File: src/rtl/bin2bcd_pkg.sv
// Shared types and constants for the sequential binary-to-BCD converter.
package bin2bcd_pkg;

  typedef enum logic [1:0] {
    IDLE,
    SHIFT,
    DONE
  } state_t;

  localparam int BCD_DIGIT_W = 4;
  localparam logic [BCD_DIGIT_W-1:0] BCD_NINE = 4'h9;

  function automatic logic [63:0] pow10(input int n);
    logic [63:0] p;
    p = 64'd1;
    for (int i = 0; i < n; i++) begin
      p = p * 64'd10;
    end
    return p;
  endfunction

endpackage

File: src/rtl/bin2bcd_seq_adj.sv
// Double-dabble correction cell: add 3 to a BCD digit that is 5 or more.
module bcd_digit_adj
  import bin2bcd_pkg::*;
(
  input  logic [BCD_DIGIT_W-1:0] i_digit,
  output logic [BCD_DIGIT_W-1:0] o_digit
);

  assign o_digit = (i_digit >= 4'd5) ? (i_digit + 4'd3) : i_digit;

endmodule

File: src/rtl/bin2bcd_seq.sv
// Iterative binary-to-BCD converter feeding the seven-segment driver, one bit per clock.
// Define BIN2BCD_SAT_EN to show all nines instead of the truncated value on overflow.
module bin2bcd_seq
  import bin2bcd_pkg::*;
#(
  parameter int WIDTH  = 16,
  parameter int DIGITS = 4
) (
  input  logic                          clk,
  input  logic                          rst,
  input  logic                          in_valid,
  output logic                          in_ready,
  input  logic [WIDTH-1:0]              in_data,
  output logic [BCD_DIGIT_W*DIGITS-1:0] out_bcd,
  output logic                          out_valid,
  output logic                          overflow
);

  localparam int AW = BCD_DIGIT_W * DIGITS;
  localparam int CW = $clog2(WIDTH + 1);
  localparam logic [WIDTH-1:0] OVF_THRESH = WIDTH'(pow10(DIGITS));
`ifdef BIN2BCD_SAT_EN
  localparam logic SAT_EN = 1'b1;
`else
  localparam logic SAT_EN = 1'b0;
`endif

  state_t           r_state;
  state_t           w_nextState;
  logic [WIDTH-1:0] r_shreg;
  logic [AW-1:0]    r_acc;
  logic [AW-1:0]    w_accAdj;
  logic [AW-1:0]    w_result;
  logic [CW-1:0]    r_cnt;
  logic             r_ovfPending;
  logic [AW-1:0]    r_outBcd;
  logic             r_outValid;
  logic             r_overflow;
  logic             w_accept;
  logic             w_shiftEn;
  logic             w_finish;

  for (genvar g = 0; g < DIGITS; g++) begin : gDigit
    bcd_digit_adj uAdj (
      .i_digit(r_acc[g*BCD_DIGIT_W +: BCD_DIGIT_W]),
      .o_digit(w_accAdj[g*BCD_DIGIT_W +: BCD_DIGIT_W])
    );
  end

  // Held off for the out_valid cycle so a new request cannot overlap the pulse.
  assign in_ready = (r_state == IDLE) && !r_outValid;

  assign w_result = (SAT_EN && r_ovfPending) ? {DIGITS{BCD_NINE}} : r_acc;

  always_ff @(posedge clk) begin
    if (rst) begin
      r_state <= IDLE;
    end else begin
      r_state <= w_nextState;
    end
  end

  always_comb begin
    w_nextState = r_state;
    w_accept    = 1'b0;
    w_shiftEn   = 1'b0;
    w_finish    = 1'b0;
    case (r_state)
      IDLE: begin
        if (in_valid && in_ready) begin
          w_accept    = 1'b1;
          w_nextState = SHIFT;
        end
      end
      SHIFT: begin
        w_shiftEn = 1'b1;
        if (r_cnt == CW'(1)) begin
          w_nextState = DONE;
        end
      end
      DONE: begin
        w_finish    = 1'b1;
        w_nextState = IDLE;
      end
      default: w_nextState = IDLE;
    endcase
  end

  // The carry out of the top digit is dropped, leaving value mod 10^DIGITS.
  always_ff @(posedge clk) begin
    if (rst) begin
      r_shreg      <= '0;
      r_acc        <= '0;
      r_cnt        <= '0;
      r_ovfPending <= 1'b0;
      r_outBcd     <= '0;
      r_outValid   <= 1'b0;
      r_overflow   <= 1'b0;
    end else begin
      r_outValid <= 1'b0;
      if (w_accept) begin
        r_shreg      <= in_data;
        r_acc        <= '0;
        r_cnt        <= CW'(WIDTH);
        r_ovfPending <= (in_data >= OVF_THRESH);
      end else if (w_shiftEn) begin
        r_acc   <= {w_accAdj[AW-2:0], r_shreg[WIDTH-1]};
        r_shreg <= {r_shreg[WIDTH-2:0], 1'b0};
        r_cnt   <= r_cnt - CW'(1);
      end
      if (w_finish) begin
        r_outBcd   <= w_result;
        r_overflow <= r_ovfPending;
        r_outValid <= 1'b1;
      end
    end
  end

  assign out_bcd   = r_outBcd;
  assign out_valid = r_outValid;
  assign overflow  = r_overflow;

endmodule

File: config.mk
export PLATFORM = sky130hd
export DESIGN_NAME = bin2bcd_seq
export DESIGN_NICKNAME = d
export VERILOG_FILES = /design/src/rtl/bin2bcd_pkg.sv /design/src/rtl/bin2bcd_seq_adj.sv /design/src/rtl/bin2bcd_seq.sv
export SDC_FILE = /design/constraint.sdc
export NUM_CORES = 1
export LEC_CHECK = 0
export ABC_AREA = 1
export CAP_MARGIN = 0
export CORE_ASPECT_RATIO = 0.9
export CORE_MARGIN = 2
export CORE_UTILIZATION = 25
export CTS_CLUSTER_SIZE = 28
export DETAILED_ROUTE_END_ITERATION = 10
export SYNTH_ARGS = -nofsm -noshare
export SYNTH_HDL_FRONTEND = slang
export SYNTH_SLANG_ARGS = --single-unit
File: constraint.sdc
create_clock -name clk -period 2.29 [get_ports clk]
set_input_delay 0.458 -clock clk [delete_from_list [all_inputs] [get_ports clk]]
set_output_delay 0.458 -clock clk [all_outputs]
set_load 0.03 [all_outputs]
* Word-level counts from Yosys, hierarchy flattened *
Cells that the tools add are included.

storage, ports and cells
  flip-flop bits (word level) = 58
  input bits = 19
  output and inout port bits = 19
  logic and storage cells = 47

cells by class
  add/subtract/negate cells = 5
  magnitude comparators = 5
  equal/unequal tests = 5
  mux-type cells = 16
  reductions and logical operators = 7

operator list
  operator                number
  $mux W16                2
  $ge A16 B14 Y1 const B  1
  $ge A4 B3 Y1 const B    4
  $add A4 B2 Y4 const B   3
  $mux W4                 3
  $mux W5                 2
  $eq A5 B1 Y1 const B    1
  $mux W1                 5
  $sub A5 B1 Y5 const B   1
  $mux W2                 2
  $pmux W2 S2             1
  $add A3 B2 Y3 const B   1
  $mux W3                 1
  $eq A2 B1 Y1 const B    1
  $eq A2 B2 Y1 const B    1
  $logic_and A1 B1 Y1     2
  $logic_not A2 Y1        1
  $ne A2 B1 Y1 const B    1
  $ne A2 B2 Y1 const B    1
  $reduce_and A2 Y1       1
  $reduce_bool A2 Y1      1
  $reduce_or A2 Y1        1
  $logic_not A1 Y1        1

* Logic depth before layout (Yosys ltp) *
Gate-level depths: netlist (run 1).

  word-level depth = 6
  mapped depth = 10
  mapped depth without buffers = 10

* Modules after synthesis *
From an unflattened synthesis (run 1), not the netlist that was laid out.

second synthesis, totals
  cell total of the unflattened synthesis = 432
  area total of the unflattened synthesis = 3,085.5 µm²

modules (own cells, without submodules)
  module         instances  cells an instance  area an instance (µm²)  seq. area each (µm²)
  bin2bcd_seq    1          340                2,544.9                 1,161.1
  bcd_digit_adj  4          23                 135.1                   0.0

* Worst setup path after synthesis (run 1) *
OpenSTA, ideal clock, no wires.

  path kind = register -> output
  start = reg r_outValid (netlist: out_valid)
  end = out in_ready
  arrival time = 1,139 ps
  data required time = 1,832 ps
  slack = 693 ps
  cell stages (with the launch flop) = 2
  buffers on the path = 0
  cells stage by stage = dfxtp_1 nor3_1

on the way
  cells in the longest elaborated chain, start to end = 2

RTL lines
  element                   line                RTL
  start: declaration        bin2bcd_seq.sv:37   logic r_outValid;
  start signal: assignment  bin2bcd_seq.sv:97   r_outValid <= 1'b0;
  start signal: assignment  bin2bcd_seq.sv:100  r_outValid <= 1'b0;
  start signal: assignment  bin2bcd_seq.sv:114  r_outValid <= 1'b1;
  $logic_not A1 Y1          bin2bcd_seq.sv:51   assign in_ready = (r_state == IDLE) && !r_outValid;
  $logic_and A1 B1 Y1       bin2bcd_seq.sv:51
  end: declaration          bin2bcd_seq.sv:12   output logic in_ready,

No other way between the ends.

* Final worst setup path (run 1) *
  start = reg r_state[1]
  end = out in_ready

on the way
  cells in the longest elaborated chain, start to end = 2

RTL lines
  element                   line               RTL
  start: declaration        bin2bcd_seq.sv:28  state_t r_state;
  start signal: assignment  bin2bcd_seq.sv:59  r_state <= w_nextState;
  $logic_not A2 Y1          bin2bcd_seq.sv:51
  $logic_and A1 B1 Y1       bin2bcd_seq.sv:51

No other way between the ends.

==> results of run 1 <==
-- worst max-delay path, stage by stage, from the launching register on --
cell and delay [ns]:
dfxtp_1 0.34, nor3_1 0.25, clkdlybuf4s50_1 0.71
-- final timing paths --
path	to	slack [ns]	cells past startpoint
min	r_shreg[14]	0.46	2
max	in_ready	0.21	2
min reg2reg	r_shreg[14]	0.46	2
max reg2reg	r_acc[14]	0.78	9
-- Yosys cell counts (2+ instances only) --
| cell | n | area [um2] |
|---|---|---|
| a21oi_2 | 3 | 26.28 |
| o21ai_1 | 14 | 70.07 |
| buf_6 | 3 | 33.78 |
| nand2_1 | 110 | 412.9 |
| inv_1 | 33 | 123.9 |
| clkbuf_1 | 3 | 11.26 |
| inv_2 | 7 | 26.28 |
| ha_1 | 10 | 125.1 |
| o21ai_0 | 10 | 50.05 |
| buf_2 | 10 | 50.05 |
| dfxtp_1 | 58 | 1161 |
| a21oi_1 | 33 | 165.2 |
| nand3_1 | 43 | 215.2 |
| nor3_1 | 2 | 10.01 |
| nor2_1 | 55 | 206.5 |
-- logic make-up (layout without fill, tap and decap cells) --
family	after synthesis	count (layout)	share of synthesized area, %
flops	58	58	42.22
xor+xnor	1	1	0.3185
buf+inv	58	96	9.327
simple gates	216	216	32.26
fa+ha+maj	10	10	4.550
compound gates	60	60	11.33
-- metrics by stage --
stage	power, uW	utilization, %	setup WS (ns)	hold slack [ns]
after floorplan	1346	-	0.6935	0.4306
after global placement	1432	29.94	0.4200	0.4504
after detailed placement	1440	29.94	0.3911	0.4595
after CTS	2761	32.67	0.1937	0.4677
after global routing	2857	32.67	0.1642	0.5010
final	2726	32.67	0.2050	0.4625
-- sequential cells by signal, summed over array words and instances, names as in the netlist --
signal,flops
r_shreg,16
r_cnt,5
r_ovfPending,1
r_state,2
out_bcd,16
overflow,1
r_acc,16
out_valid,1
-- cells in the final DEF, fill, tap and decap left out, drive strengths merged --
cell type / count
clkdlybuf4s50: 37
clkbuf: 10
buf: 4
nand3: 44
ha: 10
clkinv: 2
xor2: 1
nor2: 56
or2: 2
a21oi: 36
clkinvlp: 2
nand3b: 1
o21ai: 24
nor3: 2
inv: 40
nand4: 1
nand2: 110
bufinv: 1
dfxtp: 58
-- power groups by stage --
stage / Combinational, uW / Clock, uW / Sequential (uW)
2_1_floorplan: 233 / 0 / 1110
3_3_place_gp: 317 / 0 / 1110
4_1_cts: 325 / 1340 / 1100
5_1_grt: 367 / 1390 / 1100
3_5_place_dp: 324 / 0 / 1120
6_report: 322 / 1310 / 1100
-- cell type report --
class | count | area (um2) | share of cell area [%]
Inverter | 40 | 150.1 | 4.269
Multi-Input combinational cell | 287 | 1333 | 37.89
Clock buffer | 10 | 239.0 | 6.795
Clock inverter | 5 | 55.05 | 1.565
Tap cell | 133 | 166.4 | 4.731
Timing Repair Buffer | 41 | 412.9 | 11.74
Sequential cell | 58 | 1161 | 33.01
-- layer usage --
layer	up-vias	track usage [%]	share of wire (%)
met5	-	0	0
met4	0	5.401	2.0
met3	9	3.686	4.4
met2	42	18.01	47
met1	1132	12.62	47
li1	1357	-	-
==> metrics.txt, run 1 <==
# TYPE chip_impl_metric gauge
chip_impl_info{name="run_status",value="finished clean"} 1
chip_impl_metric{name="achievable-frequency",unit="GHz"} 0.4796
chip_impl_info{name="timing.setup.critical_path_class",value="reg -> out"} 1
chip_impl_metric{name="grt_first_pass_wirelength",unit="um"} 10360
chip_impl_metric{name="clk-insertion-delay-late",unit="ns"} 0.32
chip_impl_metric{name="clock_tree.buffer_depth",unit=""} 2
chip_impl_metric{name="synth_area_per_cell",unit="um2"} 6.824
chip_impl_metric{name="initial_antenna_violation_count",unit=""} 0
chip_impl_metric{name="fp.dieArea",unit="um2"} 11860
chip_impl_metric{name="setup_violations",unit=""} 0
chip_impl_metric{name="floorplan.die.height",unit="um"} 103.5
chip_impl_metric{name="number_of_synthesized_flops_with_an_enable_pin",unit=""} 0
chip_impl_metric{name="synth.yosys.warnings",unit=""} 0
chip_impl_metric{name="numPortBuffers",unit=""} 37
chip_impl_metric{name="post-place-cells",unit=""} 559
chip_impl_metric{name="final_antenna_net_count",unit=""} 0
chip_impl_metric{name="globalplace.congestion",unit=""} 0.7940
chip_impl_info{name="critical_path.startpoint",value="r_state[1]"} 1
chip_impl_metric{name="cap_viol_max_count",unit=""} 0
chip_impl_metric{name="syn_inst",unit=""} 403
chip_impl_metric{name="synth_seq_area_share",unit="%"} 42.22
chip_impl_metric{name="async_flop_share",unit="%"} 0
chip_impl_metric{name="placement.cell_area",unit="um2"} 3223
chip_impl_metric{name="fin_setup_tns",unit="ns"} 0
chip_impl_metric{name="yosysUniqueCellTypes",unit=""} 24
chip_impl_metric{name="top_level_ports",unit=""} 38
chip_impl_metric{name="crit_fanout",unit=""} 4
chip_impl_metric{name="max-slew-margin-rel",unit="%"} 61.84
chip_impl_metric{name="clkTransAtPathRegs",unit="ns"} 0.06
chip_impl_metric{name="post-route-cell-area",unit="um2"} 3517
chip_impl_info{name="dominantRegCellSynth",value="dfxtp_1"} 1
chip_impl_metric{name="firstDrtPassIters",unit=""} 4
chip_impl_metric{name="slew_viol_final",unit=""} 0
chip_impl_metric{name="post_route_cells_drive_above_1_share",unit="%"} 7.256
chip_impl_metric{name="core.rowCount",unit=""} 36
chip_impl_metric{name="synth.ff_latch_count",unit=""} 58
chip_impl_metric{name="cts-buffers-inserted",unit=""} 9
chip_impl_info{name="worst_hold_startpoint",value="r_shreg[14]"} 1
chip_impl_metric{name="fillerInstances",unit=""} 1136
chip_impl_metric{name="final_cells",unit=""} 574
chip_impl_info{name="critPathLaunchType",value="flop"} 1
chip_impl_metric{name="timing.final.hold_violations",unit=""} 0
chip_impl_info{name="rsz0062_at_grt",value="no"} 1
chip_impl_metric{name="core_region_area",unit="um2"} 10770
chip_impl_metric{name="synth.net_count",unit=""} 432
chip_impl_metric{name="via_count",unit=""} 2540
chip_impl_metric{name="clock_skew",unit="ns"} 0.009690
chip_impl_metric{name="grt_max_degree",unit=""} 41
chip_impl_metric{name="clock_power_share",unit="%"} 48.0
chip_impl_metric{name="period_share",unit="%"} 91.05
chip_impl_metric{name="switching_share",unit="%"} 24.82
chip_impl_metric{name="syn_area",unit="um2"} 2750
chip_impl_metric{name="postCtsHoldBufs",unit=""} 0
chip_impl_metric{name="netSwitchingPower",unit="uW"} 676.6
chip_impl_info{name="min_path_type",value="reg -> reg"} 1
chip_impl_metric{name="initial_utilization",unit="%"} 25.55
chip_impl_metric{name="cp_data_arrival_time",unit="ns"} 1.63
chip_impl_info{name="r2r-start",value="r_acc[12]"} 1
chip_impl_metric{name="vias_per_cell",unit=""} 4.425
chip_impl_metric{name="number_of_nets_in_the_layout",unit=""} 466
chip_impl_metric{name="p_per_area",unit="nW/um2"} 775.1
chip_impl_metric{name="worst_pin_slew",unit="ns"} 0.5716
chip_impl_metric{name="insertedDiodeCount",unit=""} 0
chip_impl_metric{name="wl_per_cell",unit="um"} 10.63
chip_impl_metric{name="die_width",unit="um"} 114.6
chip_impl_info{name="cts_tree",value="built"} 1
chip_impl_metric{name="post-cts-setup-buffer-count",unit=""} 0
chip_impl_metric{name="critPathRequiredTime",unit="ns"} 1.83
chip_impl_info{name="cp-end-kind",value="output pin"} 1
chip_impl_metric{name="power.static_leakage",unit="uW"} 0.001477
chip_impl_metric{name="max-vdd-ir-drop",unit="mV"} 0.3926
chip_impl_metric{name="period_minus_slack",unit="ns"} 2.085
chip_impl_metric{name="dr.first_iter.drc_count",unit=""} 143
chip_impl_metric{name="drc",unit=""} 0
chip_impl_metric{name="share_comb_of_total_power",unit="%"} 11.8
chip_impl_metric{name="drt_wl_total",unit="um"} 6103
chip_impl_metric{name="via_count_of_the_first_global_routing_pass",unit=""} 2391
chip_impl_metric{name="gr-usage-all-layers",unit="%"} 10.96
chip_impl_metric{name="grt_remaining_overflow",unit=""} 0
chip_impl_metric{name="area_delta_synth_final",unit="%"} 27.89
chip_impl_metric{name="htree_num_levels",unit=""} 3
chip_impl_info{name="cts_root_buffer",value="clkbuf_16"} 1
chip_impl_metric{name="pwr-share-seq",unit="%"} 40.2
chip_impl_metric{name="ctsResizeCount",unit=""} 0
chip_impl_metric{name="dpl.hpwl",unit="um"} 4269
chip_impl_metric{name="clock_sinks",unit=""} 58
chip_impl_metric{name="internal-power",unit="uW"} 2049
Note: power is estimated with default switching activity, not from simulation.
==> run 2, diff against run 1 <==
Clock period 2.29 ns to 2.5 ns, I/O delays scaled along.
==> run 2 against run 1 <==
Combinational power shrank 7.8%. Worst setup slack better by 0.12 ns. Critical path depth did not move. First-iteration DRC count shrank 15%. Non-clock buffer count grew 2. Via count grew 2.3%. Critical endpoint unchanged. Register-to-register slack improved by 0.18 ns. Sequential share of layout area down 0.070 points. Clock skew grew 0.00069 ns. Final cell count grew 0.52%. Global-route usage increased by 0.62 points.
==> metrics.txt, run 2 (synthesis results as in run 1) <==
# TYPE chip_impl_metric gauge
chip_impl_info{name="run_status",value="finished clean"} 1
chip_impl_metric{name="power.static_leakage",unit="uW"} 0.001489
chip_impl_info{name="layout.cells.most_common_list",value="110 x nand2_1, 58 x dfxtp_1, 55 x nor2_1, 43 x nand3_1, 37 x clkdlybuf4s50_1"} 1
chip_impl_metric{name="grt_max_degree",unit=""} 32
chip_impl_metric{name="fillerInstances",unit=""} 1131
chip_impl_metric{name="post_route_cells_drive_above_1_share",unit="%"} 7.207
chip_impl_metric{name="htree_num_levels",unit=""} 3
chip_impl_metric{name="timing.final.hold_violations",unit=""} 0
chip_impl_metric{name="numPortBuffers",unit=""} 37
chip_impl_info{name="worst_hold_startpoint",value="r_ovfPending"} 1
chip_impl_info{name="min_path_type",value="reg -> reg"} 1
chip_impl_metric{name="dp_slack",unit="ns"} 0.5275
chip_impl_info{name="worstReg2RegEnd",value="r_shreg[14]"} 1
chip_impl_metric{name="critPathRequiredTime",unit="ns"} 2.00
chip_impl_info{name="layout_commonest_cell",value="nand2_1"} 1
chip_impl_info{name="r2r-start",value="r_state[1]"} 1
chip_impl_info{name="critical_path.startpoint",value="r_state[1]"} 1
chip_impl_metric{name="worst_pin_slew",unit="ns"} 0.5738
chip_impl_info{name="cpMaxStageDelayCell",value="clkdlybuf4s50_1"} 1
chip_impl_metric{name="top_level_ports",unit=""} 38
chip_impl_metric{name="core.rowCount",unit=""} 36
chip_impl_metric{name="die_width",unit="um"} 114.6
chip_impl_metric{name="dr.first_iter.drc_count",unit=""} 122
chip_impl_metric{name="gr-usage-all-layers",unit="%"} 11.58
chip_impl_metric{name="dpl.hpwl",unit="um"} 4502
chip_impl_metric{name="worst-r2r-setup-slack",unit="ns"} 0.96
chip_impl_metric{name="initial_antenna_violation_count",unit=""} 0
chip_impl_metric{name="clock_tree.buffer_depth",unit=""} 2
chip_impl_metric{name="fin_setup_tns",unit="ns"} 0
chip_impl_info{name="worst_hold_path.endpoint",value="overflow"} 1
chip_impl_metric{name="clkTransAtPathRegs",unit="ns"} 0.05
chip_impl_metric{name="initial_utilization",unit="%"} 25.55
chip_impl_metric{name="drt_wl_total",unit="um"} 6410
chip_impl_metric{name="cts-buffers-inserted",unit=""} 9
chip_impl_metric{name="clock_sinks",unit=""} 58
chip_impl_metric{name="crit_fanout",unit=""} 4
chip_impl_info{name="cts_tree",value="built"} 1
chip_impl_info{name="timing.setup.critical_path_class",value="reg -> out"} 1
chip_impl_metric{name="period_share",unit="%"} 87.07
chip_impl_metric{name="floorplan.die.height",unit="um"} 103.5
chip_impl_info{name="cts_root_buffer",value="clkbuf_16"} 1
chip_impl_metric{name="cp_data_arrival_time",unit="ns"} 1.68
chip_impl_metric{name="post-cts-setup-buffer-count",unit=""} 0
chip_impl_metric{name="setup_violations",unit=""} 0
chip_impl_metric{name="globalplace.congestion",unit=""} 0.7820
chip_impl_metric{name="crit_path_buffers_inverters",unit=""} 1
chip_impl_metric{name="area_delta_synth_final",unit="%"} 28.16
chip_impl_metric{name="final_setup_margin",unit="ns"} 0.3232
chip_impl_metric{name="period_minus_slack",unit="ns"} 2.177
chip_impl_metric{name="number_of_nets_in_the_layout",unit=""} 468
chip_impl_metric{name="grt_first_pass_wirelength",unit="um"} 11010
chip_impl_metric{name="cap_viol_max_count",unit=""} 0
chip_impl_metric{name="via_count",unit=""} 2599
chip_impl_metric{name="slew_viol_final",unit=""} 0
chip_impl_metric{name="drc",unit=""} 0
chip_impl_info{name="timing.critical_path.max_delay_family",value="buffers and inverters"} 1
chip_impl_metric{name="min_path_cells",unit=""} 2
chip_impl_metric{name="grt_remaining_overflow",unit=""} 0
chip_impl_info{name="critPathLaunchType",value="flop"} 1
chip_impl_metric{name="clk-insertion-delay-late",unit="ns"} 0.33
chip_impl_metric{name="timing.reg2reg.worst_path_depth",unit=""} 7
chip_impl_info{name="rsz0062_at_grt",value="no"} 1
chip_impl_metric{name="firstDrtPassIters",unit=""} 4
chip_impl_metric{name="insertedDiodeCount",unit=""} 0
chip_impl_metric{name="max-vdd-ir-drop",unit="mV"} 0.3995
chip_impl_metric{name="cp_num_cells",unit=""} 2
chip_impl_info{name="cp-end-kind",value="output pin"} 1
chip_impl_metric{name="postCtsHoldBufs",unit=""} 0
chip_impl_metric{name="clock_skew",unit="ns"} 0.01038
chip_impl_metric{name="core_region_area",unit="um2"} 10770
chip_impl_info{name="path_cells",value="nor3_1, clkdlybuf4s50_1"} 1
chip_impl_metric{name="max-slew-margin-rel",unit="%"} 61.69
chip_impl_metric{name="wl_per_cell",unit="um"} 11.11
chip_impl_metric{name="achievable-frequency",unit="GHz"} 0.4594
chip_impl_metric{name="vias_per_cell",unit=""} 4.504
chip_impl_metric{name="via_count_of_the_first_global_routing_pass",unit=""} 2505
chip_impl_metric{name="p_per_area",unit="nW/um2"} 714.8
chip_impl_metric{name="final_antenna_net_count",unit=""} 0
chip_impl_metric{name="fp.dieArea",unit="um2"} 11860
chip_impl_metric{name="crit_path_max_incr_delay",unit="ns"} 0.73
chip_impl_metric{name="ctsResizeCount",unit=""} 0
==> run 2: cell count changes in the layout (fill, tap and decap cells not counted) <==
cell / before / now
buf_12: 1 / 0
buf_4: 3 / 6
clkbuf_1: 0 / 3
clkbuf_8: 1 / 2
clkinv_2: 2 / 1
clkinvlp_4: 2 / 0
==> run 2: layout make-up <==
class | instances | area [um2] | area share [%]
multi-input combinational | 287 | 1333 | 37.81
sequential | 58 | 1161 | 32.94
timing repair buffer | 43 | 415.4 | 11.79
clock buffer | 14 | 264.0 | 7.490
tap | 133 | 166.4 | 4.721
inverter | 40 | 150.1 | 4.260
clock inverter | 2 | 35.03 | 0.9940
==> run 2: worst max path at each step <==
stage / endpoint
6_report: in_ready
5_1_grt: in_ready
2_1_floorplan: in_ready
4_1_cts: in_ready
3_3_place_gp: r_acc[9]
3_5_place_dp: r_acc[13]
==> run 2: power breakdown <==
group / total [uW] / switching [uW] / leakage [uW] / internal (uW)
Sequential: 1000 / 30.4 / 0.000473 / 974
Clock: 1220 / 396 / 0.000147 / 823
Combinational: 297 / 179 / 0.000869 / 117
Total: 2520 / 605 / 0.00149 / 1910
==> run 2: per-layer routing <==
layer / share of wire (%) / GRT usage [%] / wire length [um] / vias to the layer above
met5: 0 / 0 / 0 / -
met4: 1.3 / 4.965 / 81 / 0
met3: 4.3 / 4.096 / 278 / 8
met2: 49 / 19.65 / 3156 / 31
met1: 45 / 12.98 / 2893 / 1208
li1: - / - / - / 1352
==> run 2: metrics by stage <==
step | total power, uW | hold slack (ns) | cells | util (%) | area [um2]
after CTS | 2540 | 0.4652 | 577 | 32.74 | 3525
after detailed placement | 1321 | 0.4549 | 561 | 29.96 | 3226
final | 2520 | 0.4620 | 577 | 32.74 | 3525
after floorplan | 1233 | 0.4306 | 403 | - | 2750
after global placement | 1313 | 0.4502 | 561 | 29.96 | 3226
after global routing | 2642 | 0.4914 | 577 | 32.74 | 3525
==> run 2: worst reg2reg max path: stages (launching register included) <==
cell and delay (ns):
dfxtp_1 0.38, nor2_2 0.05, buf_4 0.19, inv_2 0.45, nand2_1 0.14, inv_2 0.08, nand2_1 0.05, a21oi_1 0.12
==> run 3, diff against run 2 <==
Settings changed: ABC_CLOCK_PERIOD_IN_PS set to 2500, CORE_ASPECT_RATIO 0.9 to 1.25.
==> run 3 against run 2 <==
Clock power is essentially flat. First-iteration DRC count grew 4.9%. Global-route usage shrank 0.86 points. Largest power group unchanged. Clock-buffer cell count shrank 1. Maximum frequency grew 1.9%.
==> metrics.txt, run 3 (synthesis results as in run 1) <==
# TYPE chip_impl_metric gauge
chip_impl_info{name="rsz0062_at_grt",value="no"} 1
chip_impl_metric{name="gr-usage-all-layers",unit="%"} 10.72
chip_impl_info{name="cts_tree",value="built"} 1
chip_impl_metric{name="floorplan.die.height",unit="um"} 121.3
chip_impl_metric{name="fin_util",unit="%"} 33.02
chip_impl_metric{name="top_level_ports",unit=""} 38
chip_impl_metric{name="firstDrtPassIters",unit=""} 4
chip_impl_metric{name="p_per_area",unit="nW/um2"} 718.5
chip_impl_metric{name="clkTransAtPathRegs",unit="ns"} 0.05
chip_impl_info{name="critical_path.startpoint",value="r_state[1]"} 1
chip_impl_info{name="timing.setup.critical_path_class",value="reg -> out"} 1
chip_impl_metric{name="timing.reg2reg.worst_path_depth",unit=""} 5
chip_impl_metric{name="drc",unit=""} 0
chip_impl_metric{name="dr.first_iter.drc_count",unit=""} 128
chip_impl_metric{name="drt_wl_total",unit="um"} 5933
chip_impl_metric{name="setup_violations",unit=""} 0
chip_impl_metric{name="grt_max_degree",unit=""} 33
chip_impl_metric{name="post_route_cells_drive_above_1_share",unit="%"} 7.240
chip_impl_metric{name="crit_fanout",unit=""} 4
chip_impl_metric{name="grt_remaining_overflow",unit=""} 0
chip_impl_metric{name="fin_setup_tns",unit="ns"} 0
chip_impl_metric{name="vias_per_cell",unit=""} 4.408
chip_impl_metric{name="timing.final.hold_violations",unit=""} 0
chip_impl_metric{name="die_width",unit="um"} 97.81
chip_impl_metric{name="numPortBuffers",unit=""} 37
chip_impl_metric{name="grt_first_pass_wirelength",unit="um"} 10430
chip_impl_metric{name="final_cells",unit=""} 574
chip_impl_metric{name="wl_per_cell",unit="um"} 10.34
chip_impl_metric{name="number_of_nets_in_the_layout",unit=""} 467
chip_impl_metric{name="multi_input_area",unit="um2"} 1333
chip_impl_metric{name="fp.dieArea",unit="um2"} 11860
chip_impl_metric{name="period_share",unit="%"} 85.48
chip_impl_metric{name="period_minus_slack",unit="ns"} 2.137
chip_impl_metric{name="clock_skew",unit="ns"} 0.006064
chip_impl_metric{name="crit_path_max_incr_delay",unit="ns"} 0.72
chip_impl_metric{name="initial_utilization",unit="%"} 25.78
chip_impl_info{name="cts_root_buffer",value="clkbuf_16"} 1
chip_impl_metric{name="cp_data_arrival_time",unit="ns"} 1.64
chip_impl_metric{name="slew_viol_final",unit=""} 0
chip_impl_metric{name="dp_slack",unit="ns"} 0.4945
chip_impl_metric{name="initial_antenna_violation_count",unit=""} 0
chip_impl_info{name="layout_commonest_cell",value="nand2_1"} 1
chip_impl_metric{name="ctsResizeCount",unit=""} 0
chip_impl_metric{name="final_setup_margin",unit="ns"} 0.3630
chip_impl_metric{name="post-place-cells",unit=""} 559
chip_impl_metric{name="htree_num_levels",unit=""} 3
chip_impl_metric{name="post-cts-setup-buffer-count",unit=""} 0
chip_impl_metric{name="via_count",unit=""} 2530
chip_impl_metric{name="min_path_cells",unit=""} 2
chip_impl_metric{name="achievable-frequency",unit="GHz"} 0.4680
chip_impl_metric{name="power.static_leakage",unit="uW"} 0.001489
chip_impl_metric{name="final_antenna_net_count",unit=""} 0
chip_impl_metric{name="globalplace.congestion",unit=""} 0.8203
chip_impl_metric{name="postCtsHoldBufs",unit=""} 0
chip_impl_info{name="cp-end-kind",value="output pin"} 1
chip_impl_metric{name="dpl.hpwl",unit="um"} 4057
chip_impl_metric{name="fillerInstances",unit=""} 1136
chip_impl_metric{name="cap_viol_max_count",unit=""} 0
chip_impl_info{name="cpMaxStageDelayCell",value="clkdlybuf4s50_1"} 1
chip_impl_info{name="r2r-start",value="r_state[0]"} 1
chip_impl_metric{name="regArea",unit="um2"} 1161
chip_impl_info{name="layout.cells.most_common_list",value="110 x nand2_1, 58 x dfxtp_1, 55 x nor2_1, 43 x nand3_1, 37 x clkdlybuf4s50_1"} 1
chip_impl_info{name="path_cells",value="nor3_1, clkdlybuf4s50_1"} 1
chip_impl_metric{name="max-slew-margin-rel",unit="%"} 64.28
chip_impl_metric{name="insertedDiodeCount",unit=""} 0
chip_impl_metric{name="area_delta_synth_final",unit="%"} 28.07
chip_impl_metric{name="cts-buffers-inserted",unit=""} 9
chip_impl_metric{name="clock_sinks",unit=""} 58
chip_impl_metric{name="max-vdd-ir-drop",unit="mV"} 0.3766
chip_impl_metric{name="core.rowCount",unit=""} 42
chip_impl_info{name="min_path_type",value="reg -> reg"} 1
chip_impl_info{name="run_status",value="finished clean"} 1
chip_impl_metric{name="clk-insertion-delay-late",unit="ns"} 0.32
chip_impl_info{name="critPathLaunchType",value="flop"} 1
chip_impl_metric{name="core_region_area",unit="um2"} 10670
chip_impl_metric{name="critPathRequiredTime",unit="ns"} 2.00
chip_impl_metric{name="clock_tree.buffer_depth",unit=""} 2
chip_impl_metric{name="via_count_of_the_first_global_routing_pass",unit=""} 2404
chip_impl_metric{name="worst_pin_slew",unit="ns"} 0.5350
chip_impl_info{name="worst_hold_startpoint",value="r_acc[15]"} 1
-- run 3: changes by cell type in the layout (fill, tap and decap cells not counted), sizes merged --
cell / before / now
buf: 6 / 5
clkbuf: 14 / 13
-- run 3: area by class of cell --
type	count	share of cell area, %
Clock buffer	13	7.673
Inverter	40	4.263
Clock inverter	2	0.9947
Tap cell	132	4.689
Sequential cell	58	32.97
Timing Repair Buffer	42	11.58
Multi-Input combinational cell	287	37.83
-- run 3: power breakdown --
| part | internal, uW | leakage, uW | switching (uW) |
|---|---|---|---|
| Sequential | 974 | 0.000473 | 29.2 |
| Combinational | 116 | 0.000864 | 176 |
| Clock | 844 | 0.000152 | 392 |
| Total | 1930 | 0.00149 | 597 |
-- run 3: worst paths after layout --
check	slack, ns	to
setup / recovery	0.36	in_ready
hold / removal	0.47	r_acc[15]
setup reg to reg	0.85	r_cnt[1]
hold reg to reg	0.47	r_acc[15]
-- run 3: metrics by stage --
| stage | power, uW | hold slack (ns) | instance area (um2) |
|---|---|---|---|
| after floorplan | 1233 | 0.4306 | 2750 |
| after global placement | 1309 | 0.4505 | 3217 |
| after detailed placement | 1314 | 0.4593 | 3217 |
| after CTS | 2574 | 0.4672 | 3522 |
| after global routing | 2659 | 0.5057 | 3522 |
| final | 2531 | 0.4656 | 3522 |
-- run 3: worst max-delay path, delay by kind of cell (launching register included) --
kind | cells | cell delay, ns
buf+inv | 1 | 0.72
flops | 1 | 0.34
simple gates | 1 | 0.26
-- run 3: metal layers --
layer,global-route usage (%),up-vias,part of all wire (%)
li1,-,1349,-
met5,0,-,0
met2,17.63,69,43
met1,13.00,1107,50
met3,4.090,5,5.7
met4,3.299,0,1.1
